===== src/rtl/hazard_scoreboard.sv =====
// Per-register pending-latency scoreboard beside the ID stage: tracks how many
// cycles remain until each destination is readable and stalls dependent issue.
module hazard_scoreboard #(
    parameter int NREG     = 32,
    parameter int AW       = 5,
    parameter int LW       = 3,
    parameter int FWD_DIST = 1,
    parameter int PCW      = 32
) (
    input  logic            clk,
    input  logic            rst,
    input  logic            id_valid,
    input  logic [AW-1:0]   id_rs,
    input  logic            id_rs_en,
    input  logic            id_rs_early,
    input  logic [AW-1:0]   id_rt,
    input  logic            id_rt_en,
    input  logic            id_rt_early,
    input  logic            id_wr_en,
    input  logic [AW-1:0]   id_wr_addr,
    input  logic [LW-1:0]   id_wr_lat,
    input  logic            freeze,
    input  logic            flush,
    output logic            stall,
    output logic            nopIFID,
    output logic [NREG-1:0] pend_mask,
    output logic [PCW-1:0]  stall_cycles
);

    logic [LW-1:0] cnt_reg [NREG];
    logic [LW-1:0] rs_cnt;
    logic [LW-1:0] rt_cnt;
    logic [LW-1:0] wr_cnt;
    logic          rs_ready;
    logic          rt_ready;
    logic          waw_block;
    logic          accept;
    logic          load_en;

    assign rs_cnt = cnt_reg[id_rs];
    assign rt_cnt = cnt_reg[id_rt];
    assign wr_cnt = cnt_reg[id_wr_addr];

    // Early consumers read the register file in ID, so they need a fully
    // retired write; others can pick the value off the bypass network.
    always_comb begin
        rs_ready = !id_rs_en || (id_rs == '0) ||
                   (id_rs_early ? (rs_cnt == '0) : (int'(rs_cnt) <= FWD_DIST));
        rt_ready = !id_rt_en || (id_rt == '0) ||
                   (id_rt_early ? (rt_cnt == '0) : (int'(rt_cnt) <= FWD_DIST));
        waw_block = id_wr_en && (id_wr_addr != '0) && (id_wr_lat < wr_cnt);
        stall     = id_valid && !flush && (!rs_ready || !rt_ready || waw_block);
        accept    = id_valid && !flush && !stall && !freeze;
        load_en   = accept && id_wr_en && (id_wr_lat != '0);
    end

    assign nopIFID = stall;

    // Entry 0 is cleared by reset and never written afterwards.
    always_ff @(posedge clk or negedge rst) begin
        if (!rst) begin
            for (int i = 0; i < NREG; i++) begin
                cnt_reg[i] <= '0;
            end
        end else if (!freeze) begin
            for (int i = 1; i < NREG; i++) begin
                if (load_en && (id_wr_addr == AW'(i))) begin
                    cnt_reg[i] <= id_wr_lat;
                end else if (cnt_reg[i] != '0) begin
                    cnt_reg[i] <= cnt_reg[i] - LW'(1);
                end
            end
        end
    end

    generate
        for (genvar gi = 0; gi < NREG; gi++) begin : g_pend
            assign pend_mask[gi] = (cnt_reg[gi] != '0);
        end
    endgenerate

    always_ff @(posedge clk or negedge rst) begin
        if (!rst) begin
            stall_cycles <= '0;
        end else if (!freeze && stall && (stall_cycles != '1)) begin
            stall_cycles <= stall_cycles + PCW'(1);
        end
    end

endmodule


===== config.mk =====
export PLATFORM = sky130hd
export DESIGN_NAME = hazard_scoreboard
export DESIGN_NICKNAME = d
export VERILOG_FILES = /design/src/rtl/hazard_scoreboard.sv
export SDC_FILE = /design/constraint.sdc
export NUM_CORES = 1
export LEC_CHECK = 0
export CAP_MARGIN = 20
export CORE_ASPECT_RATIO = 0.75
export CORE_MARGIN = 5
export CORE_UTILIZATION = 53
export CTS_BUF_LIST = sky130_fd_sc_hd__clkbuf_8
export DETAILED_ROUTE_END_ITERATION = 8
export GPL_TIMING_DRIVEN = 0
export PLACE_DENSITY = 0.74
export SYNTH_ARGS = -nofsm -noshare
export SYNTH_HDL_FRONTEND = slang
export SYNTH_SLANG_ARGS = --single-unit

===== constraint.sdc =====
create_clock -name clk -period 9.5 [get_ports clk]
set_input_delay 1.9 -clock clk [delete_from_list [all_inputs] [get_ports clk]]
set_output_delay 1.9 -clock clk [all_outputs]
set_load 0.005 [all_outputs]

==> results by group, run 1 <==
Place
  – Port Buffers: 86
  – Post-DP HPWL: 27,300 µm
  – Post-Place Worst Slack: 0.331 ns
  – Routability-driven placement congestion ratio: 1.04

Worst setup path
  – Worst-path cell chain: clkdlybuf4s50_1, buf_2, buf_1, clkbuf_1, mux4_2, mux4_2, mux2i_1, ha_1, nand2b_1, a21oi_1, nand2_1, a2111oi_4, a221o_4, buf_6, nor2_1, nor2_1, buf_4, clkdlybuf4s50_1
  – Crit-path leading delay family: buffers and inverters
  – Worst Path Required: 7.60 ns
  – Crit path DAT: 7.37 ns
  – Worst Setup End Kind: primary output
  – Crit path kind: input port to primary output
  – R2r endpoint: cnt_reg[44]
  – FF-to-FF path depth: 13
  – FF-to-FF Start: cnt_reg[74]
  – Critical path origin: id_wr_addr[0]
  – Buf/Inv on CP: 7
  – Internal reg-to-reg setup slack: 5.78 ns
  – Worst stage delay on the critical path: 0.75 ns
  – Crit path max fanout: 10
  – Startpoint Class: input port
  – Slowest-stage cell, CP: buf_1

Routing
  – Antenna Violating Nets Remaining: 0
  – Total number of vias: 10.3k
  – Routed vias/inst: 6.78
  – DRC violations left: 0
  – Drt pass-1 iters: 6
  – WL/cell: 24.2 µm
  – 1st-iter DRT viols: 1,371
  – Detailed Route WL: 36,800 µm

Synthesis
  – Syn nets: 1,235
  – Post-synth EDFFs: 0
  – Top FF cell, synth: dfrtp_1
  – Syn Area/Cell: 9.55 µm²
  – Post-synthesis sequential area ratio: 0.287
  – Synth Cell Area: 10,900 µm²
  – Unique masters post-synth: 68
  – Asr flop ratio synth: 1.00
  – Synth warn: 3
  – Gate Count Post-Synth: 1,142
  – Flops & latches, synth: 125

Cells and area
  – Share of cells above drive strength 1: 0.139
  – Max FFs per register: 93
  – Commonest non-fill, non-tap cells in the layout: dfrtp_1, nand2b_1, a21oi_1, clkdlybuf4s50_1, inv_1
  – Diode count: 0
  – Nets@finish: 1,341
  – Most common cell after layout, fill and taps aside: dfrtp_1
  – Area grow syn2layout: 14.6%

Power
  – P_int: 1.54 mW
  – Clock Power Share: 0.173
  – PnR Total Power: 2.76 mW
  – Flop pwr share: 0.356
  – Power Dens Cells: 221 nW/µm²
  – Net Sw Power: 1.22 mW
  – Switching share of total power: 0.441
  – VDD IR max: 0.139 mV
  – Comb power frac: 0.472
  – Pleak: 5.05 nW

Global route
  – Vias in the first global route: 9,496
  – GRT overflow: 0
  – Total GRT Usage: 0.313
  – Initial antenna violation count: 0
  – Largest net degree at the start of global routing: 88
  – First-pass GRT wire length: 56,700 µm

Floorplan
  – Die Wd: 176 µm
  – IO Pins: 94
  – Die area: 23,600 µm²
  – Initial core utilization: 0.538
  – Die Ht: 134 µm
  – FP Rows: 45
  – Floorplan Core Area: 20,300 µm²

Clock tree
  – Clock-pin slew on the worst setup and hold paths: 0.09 ns
  – Clk sinks: 125
  – Hold_buf cts: 0
  – Clk_lat worst skew: 0.49 ns
  – Setup bufs post-CTS: 0
  – Post-CTS sizing: 0
  – CTS tree: yes
  – Clock tree buffer depth: 2
  – CTS Buf Count: 17
  – Clock root buffer: clkbuf_8
  – CTS H-tree lvls: 4

Min path
  – Hold Path End: stall_cycles[5]
  – Hold Path Depth: 1
  – HP Start: stall_cycles[5]
  – Worst Hold Class: register to register

STA
  – Slew headroom: 0.295
  – Final Cycle Share: 0.976
  – Fin. max-slew vios: 0
  – Final Setup Violations: 0
  – Max Fclk: 108 MHz
  – RSZ-0062 raised after global routing: false
  – Worst Max-Slew Pin Slew: 1.06 ns
  – Setup Skew: 0.0166 ns
  – Final Hold Fails: 0
  – Setup ws final: 0.231 ns
  – Tmin final: 9.27 ns
  – Setup TNS: 0 ns

Flow run
  – MaxCap Viol Count: 0

Run status
  – Status: complete, no violations
-- power by group through the flow --
stage                     registers [mW]  clock network [mW]  logic (mW)
final                              0.982               0.476        1.30
after global routing                1.00               0.504        1.44
after CTS                          0.967               0.482        1.28
after detailed placement           0.974                   0        1.27
after global placement             0.968                   0        1.23
after floorplan                    0.870                   0       0.972
-- worst register-to-register path, cell delays in order, from the launching register on --
cell,delay (ns)
dfrtp_1,0.46
mux4_2,0.54
mux4_2,0.50
mux2i_1,0.15
ha_1,0.17
nand2b_1,0.10
a21oi_1,0.06
nand2_1,0.15
a2111oi_4,0.06
a221o_4,0.42
buf_6,0.22
nor3_4,0.40
nor3b_1,0.10
a211o_1,0.28
-- routing by layer --
layer / part of all wire / global-route usage / up-vias
met5: 0.0013 / 0.0167 / -
met4: 0.029 / 0.103 / 2
met3: 0.12 / 0.0986 / 90
met2: 0.41 / 0.429 / 618
met1: 0.44 / 0.466 / 5051
li1: - / - / 4536
-- cell families (layout without fill, tap and decap cells) --
logic type      count (synthesis)  in the layout  share of synthesized area
xor+xnor                       31             31                     0.0249
compound gates                257            257                      0.172
mux                            60             60                     0.0971
fa+ha+maj                      65             65                     0.0745
simple gates                  458            458                      0.286
other cells                     1              1                   0.000344
buf+inv                       145            264                     0.0578
flops                         125            125                      0.287
-- metrics by stage --
stage / instances / cell area, µm² / utilization / hold WS, ns
2_1_floorplan: 1142 / 10900 / - / 0.477
3_3_place_gp: 1486 / 12100 / 0.597 / 0.471
3_5_place_dp: 1487 / 12100 / 0.598 / 0.480
4_1_cts: 1519 / 12500 / 0.617 / 0.494
5_1_grt: 1519 / 12500 / 0.617 / 0.506
6_report: 1519 / 12500 / 0.617 / 0.493
-- cell usage after synthesis (all sizes together), types with 3 or more instances --
library cell | instances | share of area
a211o | 3 | 0.0024
a211oi | 15 | 0.010
a21oi | 95 | 0.044
a221o | 30 | 0.029
a221oi | 52 | 0.042
a22o | 6 | 0.0048
a22oi | 3 | 0.0025
a31oi | 6 | 0.0034
and2 | 4 | 0.0023
and3 | 8 | 0.0046
and4 | 5 | 0.0040
buf | 32 | 0.019
clkbuf | 40 | 0.014
dfrtp | 125 | 0.29
ha | 65 | 0.075
inv | 72 | 0.025
mux2 | 7 | 0.0072
mux2i | 17 | 0.016
mux4 | 36 | 0.074
nand2 | 30 | 0.010
nand2b | 116 | 0.067
nand3 | 43 | 0.020
nand3b | 58 | 0.040
nand4 | 3 | 0.0017
nor2 | 42 | 0.014
nor2b | 7 | 0.0040
nor3 | 84 | 0.070
nor3b | 9 | 0.0062
nor4 | 3 | 0.0034
nor4bb | 4 | 0.0037
o2111ai | 4 | 0.0032
o211ai | 7 | 0.0048
o21ai | 13 | 0.0060
o221ai | 4 | 0.0038
o2bb2ai | 5 | 0.0040
o311a | 3 | 0.0028
or2 | 4 | 0.0023
or3 | 3 | 0.0017
or4b | 31 | 0.028
xnor2 | 4 | 0.0032
xor2 | 27 | 0.022
-- area by class of cell --
type                       count  area (µm²)
inverter                      73         274
tap                          258         323
multi-input combinational    872        7150
clock inverter                14         135
sequential                   125        3130
buffer                        72         357
fill                        1759        7760
clock buffer                  18         248
timing repair buffer          87         890
-- worst max-delay path by stage --
stage / depth (start not counted) / slack, ns / to
after floorplan: 16 / 2.18 / stall
after global placement: 18 / 0.30 / stall
after detailed placement: 18 / 0.33 / stall
after CTS: 18 / 0.31 / stall
after global routing: 18 / 0.03 / stall
final: 18 / 0.23 / stall
(Power assumes the default switching activity.)
==> run 2, diff against run 1 <==
--- a/config.mk
+++ b/config.mk
@@ -5,6 +5,7 @@
 export SDC_FILE = /design/constraint.sdc
 export NUM_CORES = 1
 export LEC_CHECK = 0
+export ABC_AREA = 1
 export CAP_MARGIN = 20
 export CORE_ASPECT_RATIO = 0.75
 export CORE_MARGIN = 5
==> results by group, run 2 <==
Worst setup path
  – Slowest-stage cell, CP: clkbuf_1
  – Crit path max fanout: 10 (unchanged)
  – FF-to-FF Start: cnt_reg[67]
  – Worst Path Required: 7.60 ns (about the same)
  – Worst stage delay on the critical path: 0.68 ns (-0.07 ns)
  – FF-to-FF path depth: 17 (+4)
  – R2r endpoint: cnt_reg[41]
  – Buf/Inv on CP: 9 (+2)
  – Worst Setup End Kind: primary output
  – Worst-path cell chain: clkdlybuf4s50_1, buf_2, nor2_1, inv_2, clkbuf_1, clkbuf_1, o22ai_1, o21ai_0, nand4_1, o21ai_0, ha_1, a211oi_1, o31ai_1, inv_1, nand2_1, nand2_1, nor2_4, or2_4, inv_1, buf_4, clkdlybuf4s50_1
  – Internal reg-to-reg setup slack: 6.12 ns (+0.34 ns)
  – Startpoint Class: input port
  – Crit-path leading delay family: buffers and inverters
  – Crit path kind: input port to primary output
  – Crit path DAT: 7.08 ns (-0.29 ns)
  – Critical path origin: id_wr_addr[0]

Synthesis
  – Asr flop ratio synth: 1.00 (unchanged)
  – XOR/XNOR Fraction of Synth Area: 0.0466 (+0.0217)
  – Syn nets: 1,961 (+59%)
  – Unique masters post-synth: 34 (-50%)
  – Post-Synth Simple-Gate Area: 0.421 (+0.135)
  – Synth Area in Compound Gates: 0.0847 (-0.0874)
  – Syn Area/Cell: 6.14 µm² (-36%)
  – Most frequent cell after synthesis: nand2_1
  – Mux contribution to synthesized area: 0 (-0.0971)
  – Post-synth top area share: 0.273 (-0.0138)
  – Ranking of synthesized cells by area: dfrtp_1, nand2_1, ha_1
  – Synth Cell Area: 11,500 µm² (+5.1%)
  – Commonest cells post-synth: nand2_1, inv_1, dfrtp_1, nand4_1, nand3_1
  – Yosys top cell by area: dfrtp_1
  – Adder-Cell Fraction of Synth Area: 0.0710 (-0.00359)
  – Flops & latches, synth: 125 (unchanged)
  – Synth warn: 3 (unchanged)
  – Post-synthesis sequential area ratio: 0.273 (-0.0138)
  – Largest family of logic cells by synthesized area: simple AND/OR/NAND/NOR gates
  – Post-synth EDFFs: 0 (unchanged)
  – Top FF cell, synth: dfrtp_1
  – Gate Count Post-Synth: 1,868 (+64%)

Floorplan
  – IO Pins: 94 (unchanged)
  – Die Wd: 180 µm (+2.4%)
  – Initial core utilization: 0.540 (+0.00144)
  – Die Ht: 137 µm (+2.3%)
  – FP Rows: 46 (+2.2%)
  – Floorplan Core Area: 21,200 µm² (+4.8%)
  – Die area: 24,700 µm² (+4.7%)

Cells and area
  – Most common cell after layout, fill and taps aside: nand2_1
  – Area grow syn2layout: 14.4%
  – Nets@finish: 2,066 (+54%)
  – Diode count: 0 (unchanged)
  – Final std cells w/o fill: 2,274 (+50%)
  – Commonest non-fill, non-tap cells in the layout: nand2_1, inv_1, dfrtp_1, nand4_1, nand3_1
  – Share of cells above drive strength 1: 0.0433 (-0.0955)
  – Sequential cell area: 3130 µm² (unchanged)
  – Max FFs per register: 93 (unchanged)
  – Fillcell total: 2,059 (+17%)
  – Multi-input gate area: 7150 µm² (unchanged)

Power
  – Power Dens Cells: 285 nW/µm² (+29%)
  – PnR Total Power: 3.74 mW (+35%)
  – Pleak: 7.04 nW (+39%)
  – VDD IR max: 0.198 mV (+42%)

Clock tree
  – Clock tree buffer depth: 2 (unchanged)
  – CTS H-tree lvls: 4 (unchanged)
  – Clock-pin slew on the worst setup and hold paths: 0.07 ns (-0.02 ns)
  – CTS tree: yes
  – Post-CTS sizing: 0 (unchanged)
  – Clock root buffer: clkbuf_8
  – CTS Buf Count: 17 (unchanged)
  – Clk_lat worst skew: 0.50 ns (about the same)
  – Hold_buf cts: 0 (unchanged)
  – Clk sinks: 125 (unchanged)
  – Setup bufs post-CTS: 0 (unchanged)

Routing
  – Drt pass-1 iters: 6 (unchanged)
  – Antenna Violating Nets Remaining: 0 (unchanged)
  – Detailed Route WL: 46,300 µm (+26%)
  – Routed vias/inst: 5.98 (-12%)
  – DRC violations left: 0 (unchanged)
  – Total number of vias: 13.6k (+32%)
  – WL/cell: 20.4 µm (-16%)
  – 1st-iter DRT viols: 1,816 (+32%)

Min path
  – Worst Hold Class: register to register
  – HP Start: cnt_reg[12]
  – Hold Path Depth: 2 (+1)
  – Hold Path End: cnt_reg[12]

STA
  – Worst Max-Slew Pin Slew: 1.01 ns (-0.0496 ns)
  – Final Hold Fails: 0 (unchanged)
  – RSZ-0062 raised after global routing: false
  – Fin. max-slew vios: 0 (unchanged)
  – Final Setup Violations: 0 (unchanged)
  – Setup TNS: 0 ns (unchanged)
  – Slew headroom: 0.328 (+0.0331)
  – Final Cycle Share: 0.945 (-0.0308)
  – Tmin final: 8.98 ns (-0.293 ns)
  – Max Fclk: 111 MHz (+3.3%)
  – Setup Skew: 0.0194 ns (+0.00283 ns)
  – Setup ws final: 0.524 ns (+0.293 ns)

Run status
  – Status: complete, no violations

Global route
  – Total GRT Usage: 0.368 (+0.0544)
  – Vias in the first global route: 12.3k (+30%)
  – GRT overflow: 0 (unchanged)
  – Largest net degree at the start of global routing: 68 (-23%)
  – Initial antenna violation count: 0 (unchanged)
  – First-pass GRT wire length: 70,300 µm (+24%)

Place
  – Port Buffers: 85 (-1.2%)
  – Routability-driven placement congestion ratio: 1.04 (+0.11%)
  – Post-DP HPWL: 34,800 µm (+28%)
  – Post-Place Worst Slack: 0.714 ns (+0.383 ns)
  – # placed instances: 2,242 (+51%)

Flow run
  – MaxCap Viol Count: 0 (unchanged)
==> run 2: cell count changes in the layout (fill, tap and decap cells not counted), sizes merged, moves of 52 or more <==
cell    change
inv       +140
nand2     +771
nand2b    -116
nand3b     -58
nand4     +107
o21ai      +52
==> run 2: kinds of logic after synthesis <==
logic type | count (synthesis)
adder cells (fa/ha/maj) | 65
AO/OA/AOI/OAI | 174
AND/OR/NAND/NOR | 1144
other | 1
XOR/XNOR | 61
flip-flops | 125
buffers and inverters | 298
==> run 2: cell type report <==
cell class,count,share of cell area
multi-input cells,1445,0.545
flip-flops and latches,125,0.239
repair buffers,86,0.0671
inverters,218,0.0624
plain buffers,80,0.0278
well taps,288,0.0275
clock buffers,20,0.0210
clock inverters,12,0.0103
==> run 2: routing by layer <==
layer,routed length (µm),part of all wire,up-vias,GRT usage
met2,18300,0.40,978,0.523
met3,6610,0.14,161,0.111
met1,19300,0.42,6223,0.520
li1,-,-,6233,-
met4,2030,0.044,0,0.153
met5,0,0,-,0
==> run 2: how the worst max path moves through the flow <==
stage,to,cells past startpoint,slack (ns)
6_report,stall,21,0.52
5_1_grt,stall,21,0.44
4_1_cts,stall,21,0.69
3_5_place_dp,stall,21,0.71
3_3_place_gp,stall,21,0.73
2_1_floorplan,stall,19,3.04
==> run 2: metrics by stage <==
stage	instance area [µm²]	hold slack [ns]	util
global placement	12700	0.463	0.597
detailed placement	12700	0.468	0.598
floorplan	11500	0.449	-
finish	13100	0.483	0.617
global route	13100	0.518	0.617
CTS	13100	0.486	0.617
==> run 2: tightest hold or removal path: stages, from the launching register on <==
cell	delay (ns)
dfrtp_1	0.34
nand2_1	0.05
nand2_1	0.06
==> run 2: power breakdown <==
group          total [mW]  internal [mW]  switching [mW]  leakage [nW]
logic                2.16          0.853            1.31          5.29
clock network       0.512          0.255           0.257         0.198
registers            1.06          0.771           0.290          1.55
